### config.mk
export PLATFORM = sky130hd
export DESIGN_NAME = xy_draw_scheduler
export DESIGN_NICKNAME = d
export VERILOG_FILES = /design/src/rtl/xy_sched_pkg.sv /design/src/rtl/xy_rr_arbiter.sv /design/src/rtl/xy_draw_scheduler.sv
export SDC_FILE = /design/constraint.sdc
export NUM_CORES = 1
export LEC_CHECK = 0
export CAP_MARGIN = 20
export CORE_ASPECT_RATIO = 1.2
export CORE_MARGIN = 3
export CORE_UTILIZATION = 45
export DETAILED_ROUTE_END_ITERATION = 8
export GPL_ROUTABILITY_DRIVEN = 0
export PLACE_DENSITY_LB_ADDON = 0.08
export SYNTH_ARGS = -nofsm -noshare
export SYNTH_HDL_FRONTEND = slang
export SYNTH_HIERARCHICAL = 1
export SYNTH_SLANG_ARGS = --single-unit
export TNS_END_PERCENT = 1
### constraint.sdc
create_clock -name clk -period 6.3 [get_ports clk]
set_input_delay 0.945 -clock clk [delete_from_list [all_inputs] [get_ports clk]]
set_output_delay 0.945 -clock clk [all_outputs]
set_load 0.005 [all_outputs]
### src/rtl/xy_sched_pkg.sv
`timescale 1ns/1ps
`default_nettype none
// +----------------------------------------------------------------------+
// | xy_sched_pkg                                                         |
// | Source IDs, FSM state type and coordinate type for the XY scheduler. |
// | Revision: 1.0                                                        |
// +----------------------------------------------------------------------+
package xy_sched_pkg;

  localparam logic [1:0] BORDER = 2'd0;
  localparam logic [1:0] PLATE  = 2'd1;
  localparam logic [1:0] BALL   = 2'd2;
  localparam logic [1:0] NONE   = 2'd3;

  typedef enum logic [1:0] {
    IDLE   = 2'd0,
    SETTLE = 2'd1,
    DWELL  = 2'd2
  } state_t;

  typedef logic [7:0] coord_t;

  // Down-counters run from N-1 to 0, so a request for 0 cycles behaves like 1.
  function automatic logic [7:0] count_load(input int unsigned cycles);
    return (cycles == 0) ? 8'd0 : 8'(cycles - 1);
  endfunction

endpackage
`default_nettype wire

### src/rtl/xy_rr_arbiter.sv
`timescale 1ns/1ps
`default_nettype none
// +----------------------------------------------------------------------+
// | xy_rr_arbiter                                                        |
// | 3-way rotating-priority arbiter; search starts after the last grant. |
// | Revision: 1.0                                                        |
// +----------------------------------------------------------------------+
module xy_rr_arbiter (
  input  logic       clk,
  input  logic       reset,
  input  logic [2:0] req,
  input  logic       advance,
  output logic [2:0] grant
);

  logic [2:0] last_gnt;

  always_comb begin
    grant = 3'b000;
    case (last_gnt)
      3'b001: begin
        if      (req[1]) grant = 3'b010;
        else if (req[2]) grant = 3'b100;
        else if (req[0]) grant = 3'b001;
      end
      3'b010: begin
        if      (req[2]) grant = 3'b100;
        else if (req[0]) grant = 3'b001;
        else if (req[1]) grant = 3'b010;
      end
      default: begin
        if      (req[0]) grant = 3'b001;
        else if (req[1]) grant = 3'b010;
        else if (req[2]) grant = 3'b100;
      end
    endcase
  end

  // Starting at "ball" makes border the first source served after reset.
  always_ff @(posedge clk) begin
    if (reset)
      last_gnt <= 3'b100;
    else if (advance && (|grant))
      last_gnt <= grant;
  end

endmodule
`default_nettype wire

### src/rtl/xy_draw_scheduler.sv
`timescale 1ns/1ps
`default_nettype none
// +----------------------------------------------------------------------+
// | xy_draw_scheduler                                                    |
// | Time-multiplexes border/plate/ball points onto one XY DAC.           |
// | Option macro: XY_SCHED_SETTLE_BLANK_EN (blanked settle after a jump) |
// | Revision: 1.0                                                        |
// +----------------------------------------------------------------------+
module xy_draw_scheduler
  import xy_sched_pkg::*;
#(
  parameter int unsigned DWELL_BORDER = 1,
  parameter int unsigned DWELL_PLATE  = 2,
  parameter int unsigned DWELL_BALL   = 4,
  parameter int unsigned SETTLE_CYC   = 2
) (
  input  logic       clk,
  input  logic       reset,
  input  logic       req_border,
  input  logic       req_plate,
  input  logic       req_ball,
  input  logic [7:0] x_border,
  input  logic [7:0] y_border,
  input  logic [7:0] x_plate,
  input  logic [7:0] y_plate,
  input  logic [7:0] x_ball,
  input  logic [7:0] y_ball,
  output logic       ack_border,
  output logic       ack_plate,
  output logic       ack_ball,
  output logic [7:0] x,
  output logic [7:0] y,
  output logic       blank,
  output logic [1:0] src
);

  localparam logic [7:0] DW_LD_BORDER = count_load(DWELL_BORDER);
  localparam logic [7:0] DW_LD_PLATE  = count_load(DWELL_PLATE);
  localparam logic [7:0] DW_LD_BALL   = count_load(DWELL_BALL);
  localparam logic [7:0] SETTLE_LD    = count_load(SETTLE_CYC);

  state_t     state, state_nxt;
  logic [2:0] gnt;
  logic       grant_fire;
  logic [1:0] gnt_id;
  coord_t     gnt_x, gnt_y;
  logic [7:0] gnt_dwell;
  logic [7:0] settle_cnt, dwell_cnt;

  xy_rr_arbiter u_arb (
    .clk     (clk),
    .reset   (reset),
    .req     ({req_ball, req_plate, req_border}),
    .advance (grant_fire),
    .grant   (gnt)
  );

  assign grant_fire = (state == IDLE) && !reset && (|gnt);

  always_comb begin
    gnt_id    = BALL;
    gnt_x     = x_ball;
    gnt_y     = y_ball;
    gnt_dwell = DW_LD_BALL;
    if (gnt[0]) begin
      gnt_id    = BORDER;
      gnt_x     = x_border;
      gnt_y     = y_border;
      gnt_dwell = DW_LD_BORDER;
    end else if (gnt[1]) begin
      gnt_id    = PLATE;
      gnt_x     = x_plate;
      gnt_y     = y_plate;
      gnt_dwell = DW_LD_PLATE;
    end
  end

  always_ff @(posedge clk) begin
    if (reset)
      state <= IDLE;
    else
      state <= state_nxt;
  end

  always_comb begin
    state_nxt  = state;
    blank      = 1'b1;
    ack_border = grant_fire & gnt[0];
    ack_plate  = grant_fire & gnt[1];
    ack_ball   = grant_fire & gnt[2];
    case (state)
      IDLE: begin
        if (grant_fire) begin
`ifdef XY_SCHED_SETTLE_BLANK_EN
          state_nxt = (SETTLE_CYC == 0) ? DWELL : SETTLE;
`else
          state_nxt = DWELL;
`endif
        end
      end
      SETTLE: begin
        if (settle_cnt == 8'd0)
          state_nxt = DWELL;
      end
      DWELL: begin
        blank = 1'b0;
        if (dwell_cnt == 8'd0)
          state_nxt = IDLE;
      end
      default: state_nxt = IDLE;
    endcase
  end

  // src returns to NONE on the same edge that takes the FSM back to IDLE.
  always_ff @(posedge clk) begin
    if (reset) begin
      x          <= 8'd0;
      y          <= 8'd0;
      src        <= NONE;
      settle_cnt <= 8'd0;
      dwell_cnt  <= 8'd0;
    end else if (grant_fire) begin
      x          <= gnt_x;
      y          <= gnt_y;
      src        <= gnt_id;
      settle_cnt <= SETTLE_LD;
      dwell_cnt  <= gnt_dwell;
    end else begin
      case (state)
        SETTLE: begin
          if (settle_cnt != 8'd0)
            settle_cnt <= settle_cnt - 8'd1;
        end
        DWELL: begin
          if (dwell_cnt == 8'd0)
            src <= NONE;
          else
            dwell_cnt <= dwell_cnt - 8'd1;
        end
        default: ;
      endcase
    end
  end

endmodule
`default_nettype wire

; ---- Yosys cells after proc, flatten, opt, wreduce, memory -nomap -nowiden
; Index checks and enable logic that the tools add are counted.
[op_classes]
addsub = 2
eq_ne = 8
muxes = 32
bitwise = 3
n_reduce_logical = 19
[ops]
columns = operator, n
row1 = two-way mux 8 bit, 7
row2 = two-way mux 2 bit, 11
row3 = two-way mux 3 bit, 7
row4 = zero test 8 bit, 2
row5 = "subtractor 8 x 1 -> 8 bit, second input constant", 2
row6 = "!= test 2 bit, second input constant", 4
row7 = AND reduction 2 bit, 4
row8 = nonzero test 2 bit, 4
row9 = nonzero test 8 bit, 1
row10 = one-hot mux 2 bit (3 select lines), 1
row11 = one-hot mux 3 bit (2 select lines), 1
row12 = two-way mux 1 bit, 5
row13 = AND 1 bit, 3
row14 = "equality test 3 x 1 -> 1 bit, second input constant", 1
row15 = "equality test 3 x 2 -> 1 bit, second input constant", 1
row16 = logical AND 1 bit, 3
row17 = AND reduction 3 bit, 1
row18 = OR reduction 3 bit, 1
row19 = "equality test 2 x 1 -> 1 bit, second input constant", 1
row20 = "equality test 2 bit, second input constant", 1
row21 = zero test 2 bit, 1
row22 = OR reduction 2 bit, 1
row23 = zero test 1 bit, 1
[totals]
register_bits = 39
input_bits = 53
out_inout_bits = 22
elab_cells = 72

; ---- Depth between registers and ports, before layout
; Gate-level depths: netlist (run 1).
[depth]
word_depth = 8
depth_mapped = 11
depth_no_buf = 8

; ---- Cells and area by module
; Netlist (run 1), hierarchy kept.
[modules_own_cells]
columns = module, n_inst, cells_per_inst, area_each_um2, seq_area_each_um2
row1 = xy_draw_scheduler, 1, 191, 1470.2, 540.5
row2 = xy_rr_arbiter, 1, 32, 250.2, 60.1

; ---- Worst setup path before layout (run 1)
; OpenSTA, ideal clock, no wires.
[synth_timing]
path_kind = input port to output port
startpoint = input port req_ball
endpoint = output port ack_plate
arrival_time_ns = 2.088
required_ns = 5.355
slack_ns = 3.267
path_stages = 6
path_buffers = 2
cell_sequence = nor3b_1 -> o21ai_0 -> and3_1 -> buf_2 -> buf_2 -> and2_1
[synth_between]
elab_cells_between_ends = 10
classes_between = mux (7) / bitwise (1) / reduce/logical (2)
[synth_lines]
columns = element, line_no
row1 = from (decl), xy_draw_scheduler.sv:21  ; input logic req_ball,
row2 = two-way mux 3 bit *, xy_rr_arbiter.sv:27  ; if (req[2]) grant = 3'b100;
row3 = one-hot mux 3 bit (2 select lines) *, xy_rr_arbiter.sv:20  ; case (last_gnt)
row4 = net gnt[1], xy_draw_scheduler.sv:43  ; logic [2:0] gnt;
row5 = OR reduction 3 bit, xy_draw_scheduler.sv:58  ; assign grant_fire = (state == IDLE) && !reset && (|gnt);
row6 = logical AND 1 bit, xy_draw_scheduler.sv:58
row7 = AND 1 bit *, xy_draw_scheduler.sv:89  ; ack_plate = grant_fire & gnt[1];
row8 = to (decl), xy_draw_scheduler.sv:29  ; output logic ack_plate,
; The timed path passes the listed nets; every way through them passes the cells marked *.

; ---- Final worst setup path (run 1)
[layout_timing]
startpoint = input port req_plate
endpoint = output port ack_border
[layout_between]
elab_cells_between_ends = 10
classes_between = mux (7) / bitwise (1) / reduce/logical (2)
[layout_lines]
columns = element, line_no
row1 = from (decl), xy_draw_scheduler.sv:20  ; input logic req_plate,
row2 = two-way mux 3 bit, xy_rr_arbiter.sv:33  ; else if (req[1]) grant = 3'b010;
row3 = two-way mux 3 bit, xy_rr_arbiter.sv:32  ; if (req[0]) grant = 3'b001;
row4 = one-hot mux 3 bit (2 select lines) *, xy_rr_arbiter.sv:20
row5 = net gnt[0], xy_draw_scheduler.sv:43
row6 = OR reduction 3 bit, xy_draw_scheduler.sv:58
row7 = logical AND 1 bit, xy_draw_scheduler.sv:58
row8 = AND 1 bit *, xy_draw_scheduler.sv:88  ; ack_border = grant_fire & gnt[0];
row9 = to (decl), xy_draw_scheduler.sv:28  ; output logic ack_border,
; Marks and branches as above.

==> metrics.txt, run 1 <==
# TYPE chip_impl_metric gauge
chip_impl_metric{name="max_slew.worst_pin.slew",unit="ns"} 0.954
chip_impl_metric{name="htree_levels",unit=""} 2
chip_impl_metric{name="p_leak",unit="nW"} 0.939
chip_impl_metric{name="cts_inserted_buffers",unit=""} 5
chip_impl_metric{name="antenna_violations_before_repair",unit=""} 0
chip_impl_metric{name="dieHeight",unit="µm"} 73.7
chip_impl_metric{name="period_minus_slack",unit="ns"} 4.47
chip_impl_metric{name="crit_path_max_fo",unit=""} 32
chip_impl_metric{name="ant_nets",unit=""} 0
chip_impl_metric{name="yosys.area_share.adder",unit=""} 0.0145
chip_impl_info{name="setup_crit_end_kind",value="primary output"} 1
chip_impl_metric{name="numPortBuffers",unit=""} 74
chip_impl_metric{name="floorplan.initialDensity",unit=""} 0.470
chip_impl_metric{name="detailroute.via_count",unit=""} 1746
chip_impl_metric{name="power_density",unit="mW/mm²"} 199
chip_impl_metric{name="maxSlewViolCount",unit=""} 0
chip_impl_info{name="leading_cell_type_in_the_layout_fill_and_taps_excluded",value="clkdlybuf4s50_1"} 1
chip_impl_metric{name="syn-mean-instance-area",unit="µm²"} 7.71
chip_impl_info{name="yosys-top-cells-area",value="dfxtp_1 35%, nand2_1 10%, mux2i_1 9.3%, o21ai_0 6.4%, a21oi_1 5.8%"} 1
chip_impl_info{name="cts.root.buffer_cell",value="clkbuf_8"} 1
chip_impl_metric{name="drt-vias-per-instance",unit=""} 5.09
chip_impl_metric{name="yosysWarnings",unit=""} 6
chip_impl_metric{name="crit_share_post_route",unit=""} 0.709
chip_impl_metric{name="synth.distinct_cells",unit=""} 42
chip_impl_metric{name="fp-row-count",unit=""} 24
chip_impl_metric{name="ff_latch_count_synth",unit=""} 30
chip_impl_info{name="hp-class",value="flop to flop"} 1
chip_impl_metric{name="timing.slew.headroom",unit=""} 0.362
chip_impl_metric{name="drt-initial-drc-count",unit=""} 122
chip_impl_info{name="status",value="finished clean"} 1
chip_impl_metric{name="drc_errors",unit=""} 0
chip_impl_metric{name="synth_nets",unit=""} 278
chip_impl_metric{name="track_usage",unit=""} 0.182
chip_impl_metric{name="r2r_slack",unit="ns"} 3.19
chip_impl_metric{name="half_perimeter_wire_length_after_detailed_placement",unit="µm"} 3140
chip_impl_metric{name="placed_cells_incl_taps",unit=""} 336
chip_impl_metric{name="clkSlewWorstSetupHoldPaths",unit="ns"} 0.05
chip_impl_metric{name="die_width",unit="µm"} 62.4
chip_impl_metric{name="max_clock_freq",unit="MHz"} 224
chip_impl_metric{name="wire_length_of_the_first_global_routing_pass",unit="µm"} 6670
chip_impl_info{name="yosys.area.top_type",value="dfxtp_1"} 1
chip_impl_metric{name="yosysTopAreaCellShare",unit=""} 0.349
chip_impl_metric{name="post_cts.resized_instances",unit=""} 0
chip_impl_metric{name="worst_ep_arrival_time",unit="ns"} 3.52
chip_impl_metric{name="finalWirelength",unit="µm"} 4240
chip_impl_metric{name="cts_sinks",unit=""} 30
chip_impl_metric{name="detailedRoute.firstPassIterationCount",unit=""} 4
chip_impl_metric{name="synth_area_in_simple_gates",unit=""} 0.239
chip_impl_metric{name="wire_length_per_cell_after_detailed_routing",unit="µm"} 12.4
chip_impl_info{name="critPathLaunchType",value="input pin"} 1
chip_impl_info{name="combinational_family_with_the_most_area_after_synthesis",value="simple AND/OR/NAND/NOR gates"} 1
chip_impl_metric{name="maxCapViolCount",unit=""} 0
chip_impl_metric{name="design_area",unit="mm²"} 0.00253
chip_impl_metric{name="synthMuxAreaShare",unit=""} 0.0931
chip_impl_metric{name="place_area",unit="mm²"} 0.00246
chip_impl_info{name="tritoncts",value="done"} 1
chip_impl_metric{name="xor_and_xnor_area_share_after_synthesis",unit=""} 0.0204
chip_impl_metric{name="top_level_ports",unit=""} 75
chip_impl_metric{name="setup_viol",unit=""} 0
chip_impl_metric{name="ys_seq_area_frac",unit=""} 0.349
chip_impl_metric{name="final-hold-violation-count",unit=""} 0
chip_impl_metric{name="ir_worst_vdd",unit="µV"} 101
chip_impl_info{name="layout_common_cells",value="74 x clkdlybuf4s50_1, 48 x nand2_1, 30 x dfxtp_1, 22 x o21ai_0, 20 x a21oi_1"} 1
chip_impl_info{name="rsz0062_at_grt",value="false"} 1
chip_impl_metric{name="cts.repair_timing.setup_buffer_count",unit=""} 0
chip_impl_metric{name="cp.required",unit="ns"} 5.35
chip_impl_metric{name="totalNegativeSetupSlack",unit="ns"} 0
chip_impl_metric{name="hold_buffers",unit=""} 0
chip_impl_metric{name="fin_nets",unit=""} 346
chip_impl_metric{name="post_synth_inst_count",unit=""} 223
chip_impl_metric{name="final.setup_skew",unit="ns"} 0.00446
chip_impl_metric{name="synth_compound_area_frac",unit=""} 0.216
chip_impl_metric{name="insertedDiodeCount",unit=""} 0
chip_impl_metric{name="floorplan.die_area",unit="mm²"} 0.00460
chip_impl_metric{name="drive_above_1_share",unit=""} 0.0447
chip_impl_metric{name="grt_max_degree",unit=""} 33
chip_impl_metric{name="area_growth",unit="%"} 47.3
chip_impl_metric{name="post_layout_nonfiller_instances",unit=""} 343
chip_impl_metric{name="globalRoute.totalOverflow",unit=""} 0
chip_impl_info{name="critical_path_class",value="input pin to primary output"} 1
chip_impl_metric{name="clock_tree.buffer_depth",unit=""} 2
chip_impl_metric{name="clock_latency",unit="ns"} 0.27
chip_impl_metric{name="grt_pass1_vias",unit=""} 1590
chip_impl_metric{name="netlist_area",unit="mm²"} 0.00172
chip_impl_metric{name="placeableCoreArea",unit="mm²"} 0.00366
==> cell families after synthesis <==
family / count (synthesis)
and+or+nand+nor: 86
muxes: 16
xor gates and xnor gates: 4
adders and majority gates: 2
DFF: 30
buffers and inverters: 23
AOI/OAI and AO/OA: 62
==> per-stage QoR <==
step | total power [mW] | setup WS [ns] | util | hold WS (ns)
global placement | 0.367 | 1.88 | 0.671 | 0.441
global route | 0.534 | 1.63 | 0.692 | 0.470
CTS | 0.510 | 1.83 | 0.692 | 0.454
detailed placement | 0.369 | 1.84 | 0.671 | 0.446
finish | 0.505 | 1.83 | 0.692 | 0.451
floorplan | 0.304 | 3.27 | - | 0.448
==> layout make-up <==
cell class,instances,area [µm²]
well taps,52,65.1
repair buffers,76,756
inverters,8,30.0
clock buffers,7,76.3
multi-input cells,170,1010
fillers,329,1130
flip-flops and latches,30,601
==> worst max-delay path: stages <==
cell and delay [ns]:
clkdlybuf4s50_1 0.52, o21ai_0 0.21, o311a_1 0.80, o31ai_2 0.12, buf_4 0.23, nor2_1 0.16
clkdlybuf4s50_1 0.53
==> layer usage <==
layer	up-vias	global-route usage	routed length, µm
li1	915	-	-
met1	769	0.186	1680
met2	58	0.335	2190
met3	4	0.0734	334
met4	0	0.0662	43
met5	-	0	0
==> worst paths after layout <==
kind | startpoint | endpoint | cells past startpoint
min reg2reg | y[1] | y[1] | 2
max reg2reg | u_arb/last_gnt[2] | u_arb/last_gnt[2] | 8
min | y[1] | y[1] | 2
max | req_plate | ack_border | 7
==> synthesized netlist by cell type, drive strengths merged <==
library cell	count
nand2	48
dfxtp	30
o21ai	22
a21oi	20
mux2i	16
nor2	14
clkbuf	12
inv	8
nor3	5
o211ai	4
xor2	4
and2	3
and3	3
buf	3
o21a	3
o31ai	3
or4	3
a31o	2
ha	2
or3b	2
a2111oi	1
a211oi	1
a311oi	1
a31oi	1
and2b	1
and4bb	1
nand2b	1
nand4bb	1
nor3b	1
o2111ai	1
o311a	1
o31a	1
o41ai	1
or2b	1
or3	1
or4b	1
==> flip-flops by register name, indices dropped and copies added, names as in the netlist <==
name,flops
dwell_cnt,8
x,8
state,1
src,2
y,8
u_arb/last_gnt,3
==> report_power, final <==
part | leakage (nW) | internal [mW] | switching [mW] | total, mW
clock network | 0.0383 | 0.0758 | 0.0642 | 0.140
logic | 0.656 | 0.0825 | 0.0629 | 0.145
registers | 0.245 | 0.205 | 0.0140 | 0.219
total | 0.939 | 0.364 | 0.141 | 0.505
No activity file was read; power rests on OpenSTA's default activity.
==> run 2: changes to the inputs <==
--- a/config.mk
+++ b/config.mk
@@ -8,7 +8,7 @@
 export CAP_MARGIN = 20
 export CORE_ASPECT_RATIO = 1.2
 export CORE_MARGIN = 3
-export CORE_UTILIZATION = 45
+export CORE_UTILIZATION = 42
 export DETAILED_ROUTE_END_ITERATION = 8
 export GPL_ROUTABILITY_DRIVEN = 0
 export PLACE_DENSITY_LB_ADDON = 0.08
==> constraint.sdc (replaced) <==
create_clock -name clk -period 4.25 [get_ports clk]
set_input_delay 0.6375 -clock clk [delete_from_list [all_inputs] [get_ports clk]]
set_output_delay 0.6375 -clock clk [all_outputs]
set_load 0.005 [all_outputs]
==> run 2 against run 1 <==
Clock power up 73%; global-route usage is 0.068 points higher; flip-flop and latch count is the same; clock skew increased by 0.0038 ns; first-iteration DRC count is 33% lower; largest cell class unchanged; highest routed layer unchanged.
==> metrics.txt, run 2 (synthesis results as in run 1) <==
# TYPE chip_impl_metric gauge
chip_impl_metric{name="insertedDiodeCount",unit=""} 0
chip_impl_metric{name="wire_length_per_cell_after_detailed_routing",unit="µm"} 12.6
chip_impl_metric{name="worst_ep_arrival_time",unit="ns"} 2.82
chip_impl_info{name="cts.root.buffer_cell",value="clkbuf_8"} 1
chip_impl_metric{name="half_perimeter_wire_length_after_detailed_placement",unit="µm"} 3350
chip_impl_metric{name="maxSlewViolCount",unit=""} 0
chip_impl_metric{name="final.hold.worst_slack",unit="ns"} 0.454
chip_impl_info{name="critical_path_class",value="input pin to primary output"} 1
chip_impl_metric{name="grt_max_degree",unit=""} 29
chip_impl_metric{name="detailedRoute.firstPassIterationCount",unit=""} 4
chip_impl_metric{name="post_cts.resized_instances",unit=""} 0
chip_impl_metric{name="max_stage_delay",unit="ns"} 0.54
chip_impl_info{name="top_layer_used",value="met4"} 1
chip_impl_metric{name="holdPathStages",unit=""} 2
chip_impl_metric{name="maxCapViolCount",unit=""} 0
chip_impl_metric{name="globalRoute.totalOverflow",unit=""} 0
chip_impl_info{name="status",value="finished clean"} 1
chip_impl_info{name="hp-class",value="flop to flop"} 1
chip_impl_metric{name="wire_length_of_the_first_global_routing_pass",unit="µm"} 7280
chip_impl_metric{name="fp-row-count",unit=""} 24
chip_impl_metric{name="cts_inserted_buffers",unit=""} 5
chip_impl_metric{name="max_slew.worst_pin.slew",unit="ns"} 0.372
chip_impl_info{name="critPathLaunchType",value="input pin"} 1
chip_impl_metric{name="clock_tree.buffer_depth",unit=""} 2
chip_impl_metric{name="floorplan.initialDensity",unit=""} 0.455
chip_impl_metric{name="cts_sinks",unit=""} 30
chip_impl_metric{name="setup_viol",unit=""} 0
chip_impl_metric{name="ir_worst_vdd",unit="µV"} 158
chip_impl_metric{name="fin_nets",unit=""} 349
chip_impl_metric{name="period_minus_slack",unit="ns"} 3.46
chip_impl_metric{name="final.setup_skew",unit="ns"} 0.00821
chip_impl_metric{name="totalNegativeSetupSlack",unit="ns"} 0
chip_impl_metric{name="floorplan.die_area",unit="mm²"} 0.00490
chip_impl_metric{name="grt_pass1_vias",unit=""} 1653
chip_impl_metric{name="track_usage",unit=""} 0.183
chip_impl_metric{name="netSwitchingFraction",unit=""} 0.289
chip_impl_metric{name="p_leak",unit="nW"} 0.963
chip_impl_metric{name="finalWirelength",unit="µm"} 4360
chip_impl_metric{name="power.clock.fraction",unit=""} 0.308
chip_impl_metric{name="crit_path_max_fo",unit=""} 7
chip_impl_info{name="crit_path_slowest_cell",value="clkdlybuf4s50_1"} 1
chip_impl_info{name="regToRegEndpoint",value="u_arb/last_gnt[1]"} 1
chip_impl_metric{name="timing.slew.headroom",unit=""} 0.752
chip_impl_info{name="leading_cell_type_in_the_layout_fill_and_taps_excluded",value="clkdlybuf4s50_1"} 1
chip_impl_metric{name="crit_share_post_route",unit=""} 0.814
chip_impl_info{name="critPathLaunch",value="req_ball"} 1
chip_impl_metric{name="comb_power_share",unit=""} 0.279
chip_impl_metric{name="cts.repair_timing.setup_buffer_count",unit=""} 0
chip_impl_metric{name="antenna_violations_before_repair",unit=""} 0
chip_impl_metric{name="sequentialPowerShare",unit=""} 0.413
chip_impl_metric{name="ff2ff_path_depth",unit=""} 9
chip_impl_info{name="worst_r2r_startpoint",value="u_arb/last_gnt[2]"} 1
chip_impl_metric{name="top_level_ports",unit=""} 75
chip_impl_metric{name="die_width",unit="µm"} 64.4
chip_impl_metric{name="drt-initial-drc-count",unit=""} 82
chip_impl_info{name="cell_with_the_most_instances_on_the_worst_path",value="clkdlybuf4s50_1"} 1
chip_impl_metric{name="dr_wl_met2",unit="µm"} 2140
chip_impl_metric{name="placed_cells_incl_taps",unit=""} 339
chip_impl_metric{name="ant_nets",unit=""} 0
chip_impl_metric{name="wl_met3",unit="µm"} 367
chip_impl_metric{name="netSwitchingPower",unit="mW"} 0.227
chip_impl_metric{name="max_clock_freq",unit="MHz"} 289
chip_impl_metric{name="area_growth",unit="%"} 49.7
chip_impl_info{name="crit_path_end",value="ack_border"} 1
chip_impl_metric{name="hold_buffers",unit=""} 0
chip_impl_metric{name="clkSlewWorstSetupHoldPaths",unit="ns"} 0.07
chip_impl_metric{name="dieHeight",unit="µm"} 76.1
chip_impl_metric{name="htree_levels",unit=""} 2
chip_impl_metric{name="cp.required",unit="ns"} 3.61
chip_impl_info{name="cp_cell_sequence",value="clkdlybuf4s50_1 > nor3b_1 > o21ai_0 > and3_1 > o31ai_2 > nor2_1 > clkdlybuf4s50_1"} 1
chip_impl_metric{name="num-fill-cells",unit=""} 337
chip_impl_metric{name="p_int",unit="mW"} 0.559
chip_impl_info{name="layout_top_registers",value="dwell_cnt (8), x (8), y (8)"} 1
chip_impl_metric{name="drc_errors",unit=""} 0
chip_impl_info{name="layout_common_cells",value="74 x clkdlybuf4s50_1, 48 x nand2_1, 30 x dfxtp_1, 22 x o21ai_0, 20 x a21oi_1"} 1
chip_impl_metric{name="detailroute.via_count",unit=""} 1768
chip_impl_metric{name="r2r_slack",unit="ns"} 1.71
chip_impl_metric{name="post_layout_nonfiller_instances",unit=""} 347
chip_impl_metric{name="power_density",unit="mW/mm²"} 305
chip_impl_metric{name="clock_latency",unit="ns"} 0.28
chip_impl_metric{name="numPortBuffers",unit=""} 74
chip_impl_info{name="tritoncts",value="done"} 1
chip_impl_metric{name="placeableCoreArea",unit="mm²"} 0.00378
chip_impl_metric{name="final-hold-violation-count",unit=""} 0
chip_impl_metric{name="totalPowerFinal",unit="mW"} 0.786
chip_impl_info{name="rsz0062_at_grt",value="false"} 1
chip_impl_metric{name="drive_above_1_share",unit=""} 0.0644
chip_impl_metric{name="met1Wirelength",unit="µm"} 1800
chip_impl_info{name="setup_crit_end_kind",value="primary output"} 1
chip_impl_metric{name="drt-vias-per-instance",unit=""} 5.10
==> run 2: cell count changes in the layout (fill, tap and decap cells not counted) <==
| cell | previous run | this run |
|---|---|---|
| buf_4 | 2 | 5 |
| clkbuf_1 | 2 | 0 |
| clkbuf_8 | 5 | 6 |
| clkinv_2 | 0 | 1 |
| clkinvlp_4 | 0 | 1 |
==> run 2: layer usage <==
| metal | up-vias | GRT usage |
|---|---|---|
| met1 | 790 | 0.211 |
| met2 | 57 | 0.305 |
| li1 | 915 | - |
| met4 | 0 | 0.0507 |
| met5 | - | 0 |
| met3 | 6 | 0.0767 |
==> run 2: power by group through the flow <==
| stage | sequential (mW) | combinational (mW) | clock [mW] |
|---|---|---|---|
| global route | 0.328 | 0.244 | 0.260 |
| CTS | 0.324 | 0.222 | 0.245 |
| floorplan | 0.324 | 0.126 | 0 |
| global placement | 0.330 | 0.219 | 0 |
| finish | 0.325 | 0.219 | 0.242 |
| detailed placement | 0.331 | 0.221 | 0 |
==> run 2: stage by stage <==
step	utilization	cell area, µm²	setup slack, ns
6_report	0.681	2580	0.789
5_1_grt	0.681	2580	0.655
4_1_cts	0.681	2580	0.793
3_5_place_dp	0.656	2480	0.808
3_3_place_gp	0.656	2480	0.850
2_1_floorplan	-	1720	1.68
==> run 2: how the worst min path moves through the flow <==
stage	startpoint	endpoint	slack [ns]
3_5_place_dp	y[6]	y[6]	0.45
4_1_cts	y[5]	y[5]	0.46
5_1_grt	y[5]	y[5]	0.47
2_1_floorplan	dwell_cnt[7]	dwell_cnt[7]	0.45
3_3_place_gp	y[5]	y[5]	0.44
6_report	y[0]	y[0]	0.45
==> run 2: critical path, delay by kind of cell <==
kind | cells | cell delay (ns)
AO/OA/AOI/OAI | 2 | 0.34
AND/OR/NAND/NOR | 3 | 0.79
buffers and inverters | 2 | 1.06
==> run 2: layout make-up <==
cell class / instances / area, µm² / area share
Clock buffer: 6 / 82.6 / 0.0321
Clock inverter: 2 / 12.5 / 0.00486
Inverter: 8 / 30.0 / 0.0117
Multi-Input combinational cell: 170 / 1010 / 0.391
Sequential cell: 30 / 601 / 0.233
Tap cell: 52 / 65.1 / 0.0253
Timing Repair Buffer: 79 / 778 / 0.302
==> run 3: changes to the inputs <==
==> constraint.sdc (replaced) <==
create_clock -name clk -period 3.3 [get_ports clk]
set_input_delay 0.495 -clock clk [delete_from_list [all_inputs] [get_ports clk]]
set_output_delay 0.495 -clock clk [all_outputs]
set_load 0.005 [all_outputs]
==> run 3 against run 2 <==
Setup slack worse by 0.57 ns; count of clock-buffer cells in the layout decreased by 1; sequential share of layout area is 0.19 points lower; clock power increased by 50%; cell count rose by 0.29%; routed wire length up 1.8%; clock skew is 0.0043 ns lower; global-route usage is 0.72 points higher.
==> metrics.txt, run 3 (synthesis results as in run 1) <==
# TYPE chip_impl_metric gauge
chip_impl_info{name="layout_top_registers",value="dwell_cnt (8), x (8), y (8)"} 1
chip_impl_info{name="hp-class",value="flop to flop"} 1
chip_impl_metric{name="globalRoute.totalOverflow",unit=""} 0
chip_impl_metric{name="drt-vias-per-instance",unit=""} 5.05
chip_impl_info{name="setup_crit_end_kind",value="primary output"} 1
chip_impl_metric{name="detailedRoute.firstPassIterationCount",unit=""} 4
chip_impl_metric{name="ir_worst_vdd",unit="µV"} 240
chip_impl_metric{name="multi_input_area",unit="mm²"} 0.00101
chip_impl_metric{name="layout_setup_ws",unit="ns"} 0.220
chip_impl_metric{name="design_area",unit="mm²"} 0.00260
chip_impl_metric{name="post_cts.resized_instances",unit=""} 0
chip_impl_metric{name="grt_util_met1",unit=""} 0.209
chip_impl_metric{name="cts_inserted_buffers",unit=""} 5
chip_impl_metric{name="crit_path_max_fo",unit=""} 8
chip_impl_metric{name="max_clock_freq",unit="MHz"} 325
chip_impl_info{name="critPathLaunch",value="req_plate"} 1
chip_impl_metric{name="placeableCoreArea",unit="mm²"} 0.00378
chip_impl_metric{name="clkSlewWorstSetupHoldPaths",unit="ns"} 0.06
chip_impl_info{name="worst_r2r_startpoint",value="u_arb/last_gnt[2]"} 1
chip_impl_metric{name="timing.slew.headroom",unit=""} 0.769
chip_impl_metric{name="wire_length_of_the_first_global_routing_pass",unit="µm"} 7530
chip_impl_metric{name="period_minus_slack",unit="ns"} 3.08
chip_impl_metric{name="maxSlewViolCount",unit=""} 0
chip_impl_metric{name="worstSetupPathDepth",unit=""} 7
chip_impl_metric{name="floorplan.initialDensity",unit=""} 0.455
chip_impl_metric{name="crit_share_post_route",unit=""} 0.933
chip_impl_metric{name="cp.required",unit="ns"} 2.80
chip_impl_metric{name="totalNegativeSetupSlack",unit="ns"} 0
chip_impl_metric{name="dieHeight",unit="µm"} 76.1
chip_impl_metric{name="top_level_ports",unit=""} 75
chip_impl_metric{name="drive_above_1_share",unit=""} 0.0676
chip_impl_metric{name="max_stage_delay",unit="ns"} 0.54
chip_impl_metric{name="maxCapViolCount",unit=""} 0
chip_impl_metric{name="finalWirelength",unit="µm"} 4440
chip_impl_metric{name="ant_nets",unit=""} 0
chip_impl_metric{name="r2r_slack",unit="ns"} 1.03
chip_impl_metric{name="final.setup_skew",unit="ns"} 0.00389
chip_impl_metric{name="grt_max_degree",unit=""} 28
chip_impl_info{name="cts.root.buffer_cell",value="clkbuf_8"} 1
chip_impl_metric{name="hold_buffers",unit=""} 0
chip_impl_metric{name="die_width",unit="µm"} 64.4
chip_impl_metric{name="drc_errors",unit=""} 0
chip_impl_metric{name="area_growth",unit="%"} 51.0
chip_impl_metric{name="antenna_violations_before_repair",unit=""} 0
chip_impl_info{name="timing.critical_path.max_delay_family",value="buffers and inverters"} 1
chip_impl_metric{name="htree_levels",unit=""} 2
chip_impl_metric{name="met3_usage",unit=""} 0.0723
chip_impl_metric{name="clock_tree.buffer_depth",unit=""} 2
chip_impl_metric{name="grtUsageMet2",unit=""} 0.333
chip_impl_metric{name="numPortBuffers",unit=""} 74
chip_impl_info{name="critPathLaunchType",value="input pin"} 1
chip_impl_metric{name="num-fill-cells",unit=""} 358
chip_impl_metric{name="wire_length_per_cell_after_detailed_routing",unit="µm"} 12.8
chip_impl_info{name="leading_cell_type_in_the_layout_fill_and_taps_excluded",value="clkdlybuf4s50_1"} 1
chip_impl_metric{name="detailroute.via_count",unit=""} 1759
chip_impl_metric{name="setup_viol",unit=""} 0
chip_impl_metric{name="seq_area",unit="µm²"} 601
chip_impl_metric{name="worst-path-buf-inv",unit=""} 2
chip_impl_metric{name="track_usage",unit=""} 0.190
chip_impl_metric{name="fin_nets",unit=""} 350
chip_impl_info{name="layout_common_cells",value="74 x clkdlybuf4s50_1, 48 x nand2_1, 30 x dfxtp_1, 22 x o21ai_0, 20 x a21oi_1"} 1
chip_impl_metric{name="holdPathStages",unit=""} 2
chip_impl_metric{name="place_area",unit="mm²"} 0.00249
chip_impl_info{name="rsz0062_at_grt",value="false"} 1
chip_impl_info{name="global_routing_s_busiest_layer",value="met2"} 1
chip_impl_info{name="critical_path_class",value="input pin to primary output"} 1
chip_impl_info{name="crit_path_end",value="ack_border"} 1
chip_impl_info{name="regToRegEndpoint",value="u_arb/last_gnt[2]"} 1
chip_impl_metric{name="half_perimeter_wire_length_after_detailed_placement",unit="µm"} 3280
chip_impl_info{name="status",value="finished clean"} 1
chip_impl_metric{name="floorplan.die_area",unit="mm²"} 0.00490
chip_impl_info{name="cell_with_the_most_instances_on_the_worst_path",value="clkdlybuf4s50_1"} 1
chip_impl_info{name="crit_path_slowest_cell",value="clkdlybuf4s50_1"} 1
chip_impl_metric{name="insertedDiodeCount",unit=""} 0
chip_impl_metric{name="power_density",unit="mW/mm²"} 410
chip_impl_metric{name="totalPowerFinal",unit="mW"} 1.07
chip_impl_metric{name="dp_slack",unit="ns"} 0.230
chip_impl_metric{name="clock_latency",unit="ns"} 0.28
chip_impl_metric{name="cts_sinks",unit=""} 30
chip_impl_metric{name="drt-initial-drc-count",unit=""} 147
chip_impl_metric{name="grt_pass1_vias",unit=""} 1757
chip_impl_metric{name="worst_ep_arrival_time",unit="ns"} 2.58
chip_impl_metric{name="ff2ff_path_depth",unit=""} 8
chip_impl_metric{name="final-hold-violation-count",unit=""} 0
chip_impl_info{name="cp_cell_sequence",value="clkdlybuf4s50_1 > or3b_1 > a21oi_1 > o21a_1 > o31ai_2 > nor2_1 > clkdlybuf4s50_1"} 1
chip_impl_metric{name="p_leak",unit="nW"} 0.978
chip_impl_metric{name="fp-row-count",unit=""} 24
chip_impl_metric{name="final.hold.worst_slack",unit="ns"} 0.456
chip_impl_metric{name="max_slew.worst_pin.slew",unit="ns"} 0.346
chip_impl_metric{name="cts.repair_timing.setup_buffer_count",unit=""} 0
chip_impl_info{name="tritoncts",value="done"} 1
-- run 3: cell types whose count changed in the layout (fill, tap and decap cells not counted), sizes merged --
cell      delta
buf          +1
bufinv       +1
clkbuf       -1
clkinv       +1
clkinvlp     -1
-- run 3: tightest hold or removal path, delay by kind of cell, from the launching register on --
family / cells / cell delay, ns
AOI/OAI and AO/OA: 1 / 0.05
DFF: 1 / 0.31
and+or+nand+nor: 1 / 0.05
-- run 3: routing by layer --
metal	wire (µm)	up-vias
met1	1850	772
met4	54	0
met2	2190	56
met3	335	6
li1	-	925
met5	0	-
-- run 3: worst min-delay path by stage --
stage / startpoint / to / slack [ns]
CTS: x[4] / x[4] / 0.45
global placement: x[1] / x[1] / 0.44
detailed placement: x[4] / x[4] / 0.45
floorplan: dwell_cnt[7] / dwell_cnt[7] / 0.45
global route: x[4] / x[4] / 0.47
finish: y[7] / y[7] / 0.46
-- run 3: metrics by stage --
step                utilization  instances
finish                    0.687        348
global route              0.687        348
CTS                       0.687        348
detailed placement        0.658        340
global placement          0.658        340
floorplan                     -        223
-- run 3: power breakdown --
group          internal [mW]  switching [mW]
Sequential             0.392          0.0256
Clock                  0.222           0.141
Combinational          0.161           0.124
Total                  0.775           0.290
-- run 3: layout make-up --
type                       count  area share
clock buffer                   5      0.0265
clock inverter                 3      0.0154
inverter                       8      0.0116
timing repair buffer          80       0.303
tap                           52      0.0250
sequential                    30       0.231
multi-input combinational    170       0.388
